## config.mk

```make
export PLATFORM = sky130hd
export DESIGN_NAME = mem_access_unit_flat
export DESIGN_NICKNAME = d
export VERILOG_FILES = /design/src/rtl/mem_access_unit_if.sv /design/src/rtl/mem_access_unit.sv /design/src/flat_wrapper.sv
export SDC_FILE = /design/constraint.sdc
export NUM_CORES = 1
export LEC_CHECK = 0
export CAP_MARGIN = 20
export CORE_UTILIZATION = 46
export CTS_CLUSTER_SIZE = 10
export DETAILED_ROUTE_END_ITERATION = 10
export PLACE_DENSITY = 0.95
export SLEW_MARGIN = 10
export SYNTH_ARGS = -nofsm -noshare
export SYNTH_HDL_FRONTEND = slang
export SYNTH_SLANG_ARGS = --single-unit
```

## constraint.sdc

```tcl
create_clock -name clk -period 10.75 [get_ports clk]
set_input_delay 3.225 -clock clk [delete_from_list [all_inputs] [get_ports clk]]
set_output_delay 3.225 -clock clk [all_outputs]
set_load 0.02 [all_outputs]
```

## src/rtl/mem_access_unit_if.sv

```systemverilog
// Bus between the MEM pipeline stage, the memory access unit and the data memory.
// The slave side is the unit itself; the master side is the pipeline plus dmem.
interface mem_access_unit_if;
  logic        req;
  logic        we_in;
  logic [1:0]  size;
  logic        unsigned_load;
  logic [31:0] addr;
  logic [31:0] wdata;
  logic [31:0] rdata;
  logic        ready;
  logic        stall;
  logic        misaligned;
  logic [7:0]  err_count;
  logic        dmem_we;
  logic [31:0] dmem_a;
  logic [31:0] dmem_wd;
  logic [31:0] dmem_rd;

  modport master (
    output req, we_in, size, unsigned_load, addr, wdata, dmem_rd,
    input  rdata, ready, stall, misaligned, err_count, dmem_we, dmem_a, dmem_wd
  );

  modport slave (
    input  req, we_in, size, unsigned_load, addr, wdata, dmem_rd,
    output rdata, ready, stall, misaligned, err_count, dmem_we, dmem_a, dmem_wd
  );
endinterface

```

## src/rtl/mem_access_unit.sv

```systemverilog
// MEM-stage load/store unit: single-cycle loads and word stores, two-cycle
// read-modify-write for byte/half stores, misalignment detection and counting.
module mem_access_unit (
  input  logic             clk,
  input  logic             reset,
  mem_access_unit_if.slave bus
);

  typedef enum logic {IDLE, WRITE} state_t;

  state_t      state;
  state_t      next_state;
  logic [31:0] lat_addr;
  logic [31:0] merged;
  logic [7:0]  err_count;
  logic [31:0] aligned_addr;
  logic [31:0] merge_word;
  logic [31:0] load_word;
  logic [7:0]  byte_val;
  logic [15:0] half_val;
  logic        mis;
  logic        sub_store;

  assign aligned_addr  = {bus.addr[31:2], 2'b00};
  assign bus.err_count = err_count;

  always_comb begin
    mis = (bus.size == 2'b11) ||
          (bus.size == 2'b01 && bus.addr[0]) ||
          (bus.size == 2'b10 && bus.addr[1:0] != 2'b00);
  end

  assign sub_store = bus.req && bus.we_in && !mis && (bus.size != 2'b10);

  // Lane extraction for loads and lane replacement for the sub-word merge.
  always_comb begin
    byte_val   = bus.dmem_rd[{bus.addr[1:0], 3'b000} +: 8];
    half_val   = bus.dmem_rd[{bus.addr[1], 4'b0000} +: 16];
    load_word  = bus.dmem_rd;
    merge_word = bus.dmem_rd;
    case (bus.size)
      2'b00: begin
        load_word = bus.unsigned_load ? {24'd0, byte_val} : {{24{byte_val[7]}}, byte_val};
        merge_word[{bus.addr[1:0], 3'b000} +: 8] = bus.wdata[7:0];
      end
      2'b01: begin
        load_word = bus.unsigned_load ? {16'd0, half_val} : {{16{half_val[15]}}, half_val};
        merge_word[{bus.addr[1], 4'b0000} +: 16] = bus.wdata[15:0];
      end
      default: ;
    endcase
  end

  always_comb begin
    next_state     = state;
    bus.dmem_we    = 1'b0;
    bus.dmem_a     = aligned_addr;
    bus.dmem_wd    = bus.wdata;
    bus.ready      = 1'b0;
    bus.stall      = 1'b0;
    bus.misaligned = 1'b0;
    bus.rdata      = 32'd0;
    if (reset) begin
      next_state = IDLE;
    end else begin
      case (state)
        IDLE: begin
          if (bus.req) begin
            if (mis) begin
              bus.misaligned = 1'b1;
              bus.ready      = 1'b1;
            end else if (!bus.we_in) begin
              bus.ready = 1'b1;
              bus.rdata = load_word;
            end else if (bus.size == 2'b10) begin
              bus.dmem_we = 1'b1;
              bus.ready   = 1'b1;
            end else begin
              bus.stall  = 1'b1;
              next_state = WRITE;
            end
          end
        end
        WRITE: begin
          bus.dmem_we = 1'b1;
          bus.dmem_a  = lat_addr;
          bus.dmem_wd = merged;
          bus.ready   = 1'b1;
          next_state  = IDLE;
        end
        default: next_state = IDLE;
      endcase
    end
  end

  always_ff @(posedge clk) begin
    if (reset) begin
      state     <= IDLE;
      lat_addr  <= 32'd0;
      merged    <= 32'd0;
      err_count <= 8'd0;
    end else begin
      state <= next_state;
      if (state == IDLE && bus.req && mis && err_count != 8'hFF)
        err_count <= err_count + 8'd1;
      if (state == IDLE && sub_store) begin
        lat_addr <= aligned_addr;
        merged   <= merge_word;
      end
    end
  end

endmodule

```

## src/flat_wrapper.sv

```systemverilog
// flat-port wrapper written by rule: the top's interface ports become plain ports
module mem_access_unit_flat 
  (clk, reset, bus_req, bus_we_in, bus_size, bus_unsigned_load, bus_addr, bus_wdata, bus_dmem_rd, bus_rdata, bus_ready, bus_stall, bus_misaligned, bus_err_count, bus_dmem_we, bus_dmem_a, bus_dmem_wd);
  mem_access_unit_if bus_i ();
  input  logic clk;
  input  logic reset;
  input wire logic [$bits(bus_i.req)-1:0] bus_req;
  input wire logic [$bits(bus_i.we_in)-1:0] bus_we_in;
  input wire logic [$bits(bus_i.size)-1:0] bus_size;
  input wire logic [$bits(bus_i.unsigned_load)-1:0] bus_unsigned_load;
  input wire logic [$bits(bus_i.addr)-1:0] bus_addr;
  input wire logic [$bits(bus_i.wdata)-1:0] bus_wdata;
  input wire logic [$bits(bus_i.dmem_rd)-1:0] bus_dmem_rd;
  output wire logic [$bits(bus_i.rdata)-1:0] bus_rdata;
  output wire logic [$bits(bus_i.ready)-1:0] bus_ready;
  output wire logic [$bits(bus_i.stall)-1:0] bus_stall;
  output wire logic [$bits(bus_i.misaligned)-1:0] bus_misaligned;
  output wire logic [$bits(bus_i.err_count)-1:0] bus_err_count;
  output wire logic [$bits(bus_i.dmem_we)-1:0] bus_dmem_we;
  output wire logic [$bits(bus_i.dmem_a)-1:0] bus_dmem_a;
  output wire logic [$bits(bus_i.dmem_wd)-1:0] bus_dmem_wd;
  assign bus_i.req = bus_req;
  assign bus_i.we_in = bus_we_in;
  assign bus_i.size = bus_size;
  assign bus_i.unsigned_load = bus_unsigned_load;
  assign bus_i.addr = bus_addr;
  assign bus_i.wdata = bus_wdata;
  assign bus_i.dmem_rd = bus_dmem_rd;
  assign bus_rdata = bus_i.rdata;
  assign bus_ready = bus_i.ready;
  assign bus_stall = bus_i.stall;
  assign bus_misaligned = bus_i.misaligned;
  assign bus_err_count = bus_i.err_count;
  assign bus_dmem_we = bus_i.dmem_we;
  assign bus_dmem_a = bus_i.dmem_a;
  assign bus_dmem_wd = bus_i.dmem_wd;
  mem_access_unit u_core (.clk(clk), .reset(reset), .bus(bus_i));
endmodule
```

* Word level (Yosys, flattened, before mapping)
Index checks and enable logic that the tools add are counted.
** Word-level totals
- Bits in registers :: 71
- Latch bits :: 0
- RAM bits :: 0
- Bits in read-only memories :: 0
- Input bits :: 103
- Word-level logic and storage cells :: 70
- Memories :: 0
** Cells by class
- Add/sub/neg operators :: 3
- Multipliers :: 0
- Divide/modulo/power cells :: 0
- Order comparisons :: 0
- Equality and inequality tests :: 5
- Shifts and indexed selects :: 6
- Mux-type cells :: 37
- Bitwise gates (word level) :: 1
- Reduce and logical (&&, ||, !) cells :: 14
** Operators by type and width (number)
- $mux W32 :: 11
- $pmux W32 S2 :: 2
- $bwmux W32 :: 2
- $shift A16 B7 Y32 const A :: 1
- $shift A8 B7 Y32 const A :: 1
- $shiftx A16 B7 Y32 :: 1
- $shiftx A32 B6 Y16 :: 1
- $shiftx A32 B6 Y8 :: 1
- $shiftx A8 B7 Y32 :: 1
- $mux W1 :: 19
- $neg A5 Y7 :: 2
- $logic_and A1 B1 Y1 :: 9
- $add A8 B1 Y8 const B :: 1
- $ne A8 B8 Y1 const B :: 1
- $pmux W1 S2 :: 3
- $eq A2 B2 Y1 const B :: 2
- $eq A2 B1 Y1 const B :: 1
- $logic_not A2 Y1 :: 1
- $logic_or A1 B1 Y1 :: 2
- $ne A2 B2 Y1 const B :: 1
- $reduce_bool A2 Y1 :: 1
- $logic_not A1 Y1 :: 1
- $not A1 Y1 :: 1

* Logic depth before layout (Yosys ltp)
- Depth after elaboration :: 8
- Mapped depth :: 8
- Mapped depth without buffers :: 6

* Worst setup path before layout
Ideal clock, no wire load.
- Path kind :: input to output
- From :: input port bus_addr[1]
- To :: output port bus_rdata[14]
- Arrival :: 5.126 ns
- Data required time :: 7.525 ns
- Path slack :: 2.399 ns
- Cell stages on the path :: 7
- Path through :: clkbuf_1 > inv_1 > ha_1 > nand2b_1 > a2111o_1 > clkbuf_1 > a221oi_1
** Between the ends
- Word-level cells in the longest chain between the ends :: 8
- Elaborated cells between the ends (all ways) :: 13
- Those cells by class :: 2 x shift; 8 x mux; 3 x reduce/logical
** Ends and longest elaborated chain
- from (decl) :: line flat_wrapper.sv:11 : input wire logic [$bits(bus_i.addr)-1:0] bus_addr;
- $shiftx A32 B6 Y16 or $shiftx A32 B6 Y8 (tied branches) :: line mem_access_unit.sv:38, mem_access_unit.sv:37
- $mux W32, on equally long branches :: line mem_access_unit.sv:47, mem_access_unit.sv:43
- $pmux W32 S2 :: line mem_access_unit.sv:41 : case (bus.size)
- $mux W32 :: line mem_access_unit.sv:72 : end else if (!bus.we_in) begin
- $mux W32 (*) :: line mem_access_unit.sv:69 : if (mis) begin
- $mux W32 (*) :: line mem_access_unit.sv:68 : if (bus.req) begin
- $mux W32 (*) :: line mem_access_unit.sv:66 : case (state)
- $mux W32 (*) :: line mem_access_unit.sv:63 : if (reset) begin
- to (decl) :: line flat_wrapper.sv:14 : output wire logic [$bits(bus_i.rdata)-1:0] bus_rdata;
Mark *: on every way between the ends. The rest lies on a longest branch, timed or not.

* Worst setup path in the final report
- From :: input port bus_addr[0]
- To :: output port bus_rdata[20]
** Between the ends
- Word-level cells in the longest chain between the ends :: 8
- Elaborated cells between the ends (all ways) :: 13
- Those cells by class :: 1 x shift; 7 x mux; 5 x reduce/logical
** Ends and longest elaborated chain
- $shiftx A32 B6 Y8 :: line mem_access_unit.sv:37 : byte_val = bus.dmem_rd[{bus.addr[1:0], 3'b000} +: 8];
- $mux W32 :: line mem_access_unit.sv:43 : load_word = bus.unsigned_load ? {24'd0, byte_val} : {{24{byte_val[7]}}, byte_val};
- $pmux W32 S2 :: line mem_access_unit.sv:41
- $mux W32 :: line mem_access_unit.sv:72
- $mux W32 (*) :: line mem_access_unit.sv:69
- $mux W32 (*) :: line mem_access_unit.sv:68
- $mux W32 (*) :: line mem_access_unit.sv:66
- $mux W32 (*) :: line mem_access_unit.sv:63
Marks and branches as above.

==> qor.csv <==
metric,value,unit
final_cell_mix,"clkdlybuf4s50_1, nand2_1, dfxtp_1, mux2_2, a21oi_1",
cts_setup_buffers,0,
initial_utilization,0.477,
synth_ff_type,dfxtp_1,
path_class,input port to primary output,
gr-usage-all-layers,0.320,
n_antenna_cell,0,
synth_edf_count,0,
switching_share,0.307,
pwr-share-seq,0.403,
finClkSkew,0.00780,ns
nNetsFinal,880,
power.density,98.6,nW/um^2
drt_iter0_drc,312,
vias,5361,
crit_path_max_incr_delay,0.73,ns
ys_seq_elements,71,
clock_path_buffers,2,
grt_pass1_wl,25800,um
grt_overflow,0,
leakagePower,2.60,nW
power_frac_comb,0.279,
required,7.53,ns
fmax,0.0998,GHz
clock-sinks,71,
grt_pass1_vias,5097,
final_max_slew_viol_count,0,
intPower,0.000479,W
ff2ff_path_depth,4,
rsz0062_at_grt,false,
synth_cell_type_count,57,
ys_seq_area_frac,0.302,
dieArea,10600,um^2
ctsResizeCount,0,
hold_violations,0,
syn_inst,593,
crit_arrival,6.79,ns
crit_path_end_kind,primary output,
synth_top_cell_by_area,dfxtp_1,
regArea,1420,um^2
gp_congestion,0.916,
power_switching,0.000212,W
p_clk_frac,0.319,
finalCritPeriodShare,0.932,
crit_path_max_fanout,17,
multi_input_area,2960,um^2
status,"finished, final reports clean",
netlist_area,4710,um^2
setup_tns,0,ns
worst_setup_path_start_kind,input port,
synth_top_area_share,0.302,
antenna_found_initial,0,
holdPathStages,2,
cap_viol_max_count,0,
io_buffers,208,
yosysWarnings,0,
finalPower,0.000690,W
numCtsBuffers,9,
ios,211,
drive_gt1_frac,0.138,
vdd_drop_max,0.0607,mV
fp.dieW,103,um
clock_latency,0.36,ns
final_antenna_net_count,0,
max-slew-margin-rel,0.248,
syn_avg_cell_area,7.94,um^2
hold_path_class,flip-flop to flip-flop,
reg2reg_slack,8.45,ns
finalWirelength,17200,um
timing.critical_path.mode_cell,clkdlybuf4s50_1,
synthToLayoutAreaGrowth,48.7,%
min_period,10.02,ns
drc,0,
critPathSlowestCell,a221o_1,
cts_tree,built,
synthArstFlopShare,0,
drt-wirelength-per-cell,18.9,um
core_area,9860,um^2
postCtsHoldBufs,0,
setup_viol,0,
chipHeight,103,um
cp_cell_sequence,clkdlybuf4s50_1 -> inv_1 -> ha_1 -> nand2b_1 -> a2111o_1 -> a221o_1 -> a21oi_1 -> clkdlybuf4s50_1,
layout_commonest_cell,clkdlybuf4s50_1,
vias_per_cell,5.90,
rows,36,
cts.clk_slew.worst_paths,0.07,ns
place_hpwl,12700,um
n_fill_cell,759,
grt_start_max_net_pins,62,
cts_max_level,3,
worst_pin_slew,1.13,ns
root_buffer,clkbuf_8,
synth_area_leaders,"dfxtp_1, mux2_2, nand2_1",
first_pass_iters,5,
state kept, by name, indices dropped and copies added (netlist names):
signal / cells
u_core.lat_addr: 30
u_core.bus.err_count: 8
u_core.state: 1
u_core.merged: 32
metal layers:
metal  GRT usage  wire length (um)  part of all wire  vias up
li1            -                 -                 -     2519
met1       0.384              7010              0.41     2533
met2       0.562              8420              0.49      269
met3      0.0578              1280             0.074       40
met4       0.135               497             0.029        0
met5           0                 0                 0        -
worst max-delay path, delay by kind of cell:
kind	cells	cell delay [ns]
adders and majority gates	1	0.25
AOI/OAI and AO/OA	3	1.67
and+or+nand+nor	1	0.10
buffers and inverters	3	1.53
area by class of cell:
| class | count | area share |
|---|---|---|
| well taps | 133 | 0.0238 |
| flip-flops and latches | 71 | 0.203 |
| inverters | 32 | 0.0172 |
| clock inverters | 5 | 0.00822 |
| clock buffers | 11 | 0.0202 |
| multi-input cells | 442 | 0.423 |
| repair buffers | 215 | 0.305 |
power by group through the flow:
| stage | clock network, W | registers, W | logic [W] |
|---|---|---|---|
| 6_report | 0.000220 | 0.000278 | 0.000192 |
| 3_5_place_dp | 0 | 0.000284 | 0.000190 |
| 2_1_floorplan | 0 | 0.000282 | 0.0000936 |
| 5_1_grt | 0.000235 | 0.000279 | 0.000205 |
| 3_3_place_gp | 0 | 0.000283 | 0.000186 |
| 4_1_cts | 0.000222 | 0.000278 | 0.000191 |
through the flow:
stage               std cells  setup WS, ns  hold WS (ns)  utilization  cell area (um^2)
finish                    909         0.730         0.456        0.710              7000
detailed placement        893         0.768         0.444        0.690              6800
global placement          893         0.888         0.440        0.690              6800
global route              909         0.568         0.480        0.710              7000
floorplan                 594          2.40         0.434            -              4710
CTS                       909         0.748         0.456        0.710              7000
kinds of logic (layout without fill, tap and decap cells):
group	count (synthesis)	in the layout	share of synthesized area
AO/OA/AOI/OAI	188	188	0.278
adder cells (fa/ha/maj)	6	6	0.0159
buffers and inverters	81	263	0.0725
flip-flops	71	71	0.302
multiplexers	70	70	0.168
other	1	2	0.000796
AND/OR/NAND/NOR	176	176	0.163
worst paths after layout:
check,endpoint,from
worst max-delay path,bus_rdata[20],bus_addr[0]
worst min-delay path,u_core.lat_addr[4],u_core.lat_addr[4]
worst max register to register,u_core.merged[8],u_core.state
worst min register to register,u_core.lat_addr[4],u_core.lat_addr[4]
Yosys cell counts (all sizes together), types with 2 or more instances:
library cell	instances
a22oi	5
a21oi	59
ha	6
o41ai	4
mux2	64
dfxtp	71
o22ai	11
nand3	4
nand2b	13
a41o	3
buf	23
nor3	11
o21a	2
clkbuf	26
a221oi	32
nand2	94
inv	32
mux2i	5
o311ai	3
nor2	41
a21o	3
and4b	2
a211oi	7
o21ai	34
a2111oi	5
a31o	4
a22o	5
No activity file was read; power rests on OpenSTA's default activity.
==> variant (config.mk and constraints unchanged) <==
Reset style: asynchronous (`reset`), changed in one clocked block.
--- a/src/rtl/mem_access_unit.sv
+++ b/src/rtl/mem_access_unit.sv
@@ -93,7 +93,7 @@
     end
   end
 
-  always_ff @(posedge clk) begin
+  always_ff @(posedge clk or posedge reset) begin
     if (reset) begin
       state     <= IDLE;
       lat_addr  <= 32'd0;
Behaviour: differs if reset is asserted again (counterexample within 4 cycles, from zero or initial values and one cycle with reset high); with reset held inactive, the same outputs for 4 cycles.
==> variant against the unedited design <==
- count of clock-buffer cells in the layout did not move
- register-to-register slack better by 0.43 ns
- via count is 2.1% higher
- setup slack improved by 0.22 ns
- synthesized cell count unchanged
- final area increased by 5.3%
- non-clock buffer count is 2 higher
- synthesized area increased by 6.8%
- sequential power rose by 35%
- sequential cell count unchanged
- combinational power up 60%
- die area up 6.7%
- routed wire length increased by 2.4%
- total power increased by 34%
- critical endpoint unchanged
==> variant: results (changes against the unedited design) <==
[global_routing]
use_met2_pct = 53.6  ; was 56.2%
grt_usage_pct = 30.3  ; was 32.0%
grt_max_degree = 94  ; was 62
grt_pass1_vias = 5274  ; was 5097
grt_pass1_wl_mm = 26.9  ; was 25.8 mm
use_met3_pct = 6.50  ; was 5.78%
grt_use_met1_pct = 35.6  ; was 38.4%

[power]
seqPwrFrac_pct = 40.4  ; was 40.3%
p_total_mw = 0.924  ; was 0.690 mW
p_leak_nw = 3.07  ; was 2.60 nW
irDropWorstVdd_mv = 0.0951  ; was 0.0607 mV
combinationalPower_mw = 0.308  ; was 0.192 mW
power_switching_mw = 0.309  ; was 0.212 mW

[final_layout]
multi_input_area_share_pct = 39.9  ; was 42.3%
ff_latch_area_mm2 = 0.00178  ; was 0.00142 mm^2
nFillCells = 809  ; was 759
diodes = 0  ; unchanged
non_clock_buffer_count = 217  ; was 215
buffer_area_share_pct = 29.1  ; was 30.5%
n_sequential_cell = 71  ; unchanged
fin_nets = 884  ; was 880
area_delta_synth_final_pct = 46.6  ; was 48.7%

[placement]
dp_hpwl_mm = 13.0  ; was 12.7 mm
dpl_cell_area_mm2 = 0.00715  ; was 0.00680 mm^2
pre_cts_ws_ns = 0.997  ; was 0.768 ns

[drt]
drtIter0Drc = 465  ; was 312
wl_per_cell_um = 19.2  ; was 18.9 um
met1Wirelength_mm = 6.56  ; was 7.01 mm
first_pass_iters = 6  ; was 5
wl_met2_mm = 8.93  ; was 8.42 mm
routed_wl_mm = 17.6  ; was 17.2 mm
dr_total_vias = 5471  ; was 5361
wl_met3_mm = 1.63  ; was 1.28 mm

[worst_setup_path]
critPathTopFamily = buffers and inverters  ; was compound AO/OA/AOI/OAI gates
crit_arrival_ns = 6.57  ; was 6.79 ns

[logic_synthesis]
synthTopCellsByArea = dfrtp_1 (35%), mux2_2 (15%), nand2_1 (8.2%), a22o_1 (5.2%), a21oi_1 (5.1%)  ; was dfxtp_1 (30%), mux2_2 (15%), nand2_1 (7.5%), a221oi_1 (6.0%), a21oi_1 (5.2%)
avgSynthCellArea_um2 = 8.48  ; was 7.94 um^2
synth_fa_ha_area_share_pct = 1.49  ; was 1.59%
ys_seq_area_share_pct = 35.3  ; was 30.2%
synth_cell_types = 46  ; was 57
synthArstFlopShare_pct = 100  ; was 0%
synth_compound_area_share_pct = 22.9  ; was 27.8%
yosys-mux-area-fraction_pct = 14.7  ; was 16.8%

[sta]
clock-skew-final_ns = 0.00715  ; was 0.00780 ns
slew_headroom_pct = 28.2  ; was 24.8%

[clock_tree]
numCtsBuffers = 9  ; unchanged
clk_latency_ns = 0.34  ; was 0.36 ns

[status]
status = complete, no violations  ; unchanged

-- variant: worst register-to-register path, stage by stage, from the launching register on --
cell and delay (ns):
dfrtp_1 0.43, nor2b_1 0.20, and3_2 0.20, buf_4 0.68, a21oi_1 0.20
-- variant: path summary, 6_finish.rpt --
path,startpoint,endpoint,slack [ns],cells past startpoint
worst max-delay path,bus_addr[1],bus_rdata[20],0.95,10
worst min-delay path,u_core.lat_addr[10]$_DFFE_PP0P_,u_core.lat_addr[10]$_DFFE_PP0P_,0.48,2
worst max register to register,u_core.state$_DFF_PP0_,u_core.merged[20]$_DFFE_PP0P_,8.88,4
worst min register to register,u_core.lat_addr[10]$_DFFE_PP0P_,u_core.lat_addr[10]$_DFFE_PP0P_,0.48,2
max in group asynchronous,reset,u_core.merged[26]$_DFFE_PP0P_,6.23,3
min in group asynchronous,reset,u_core.bus.err_count[5]$_DFFE_PP0P_,3.54,2
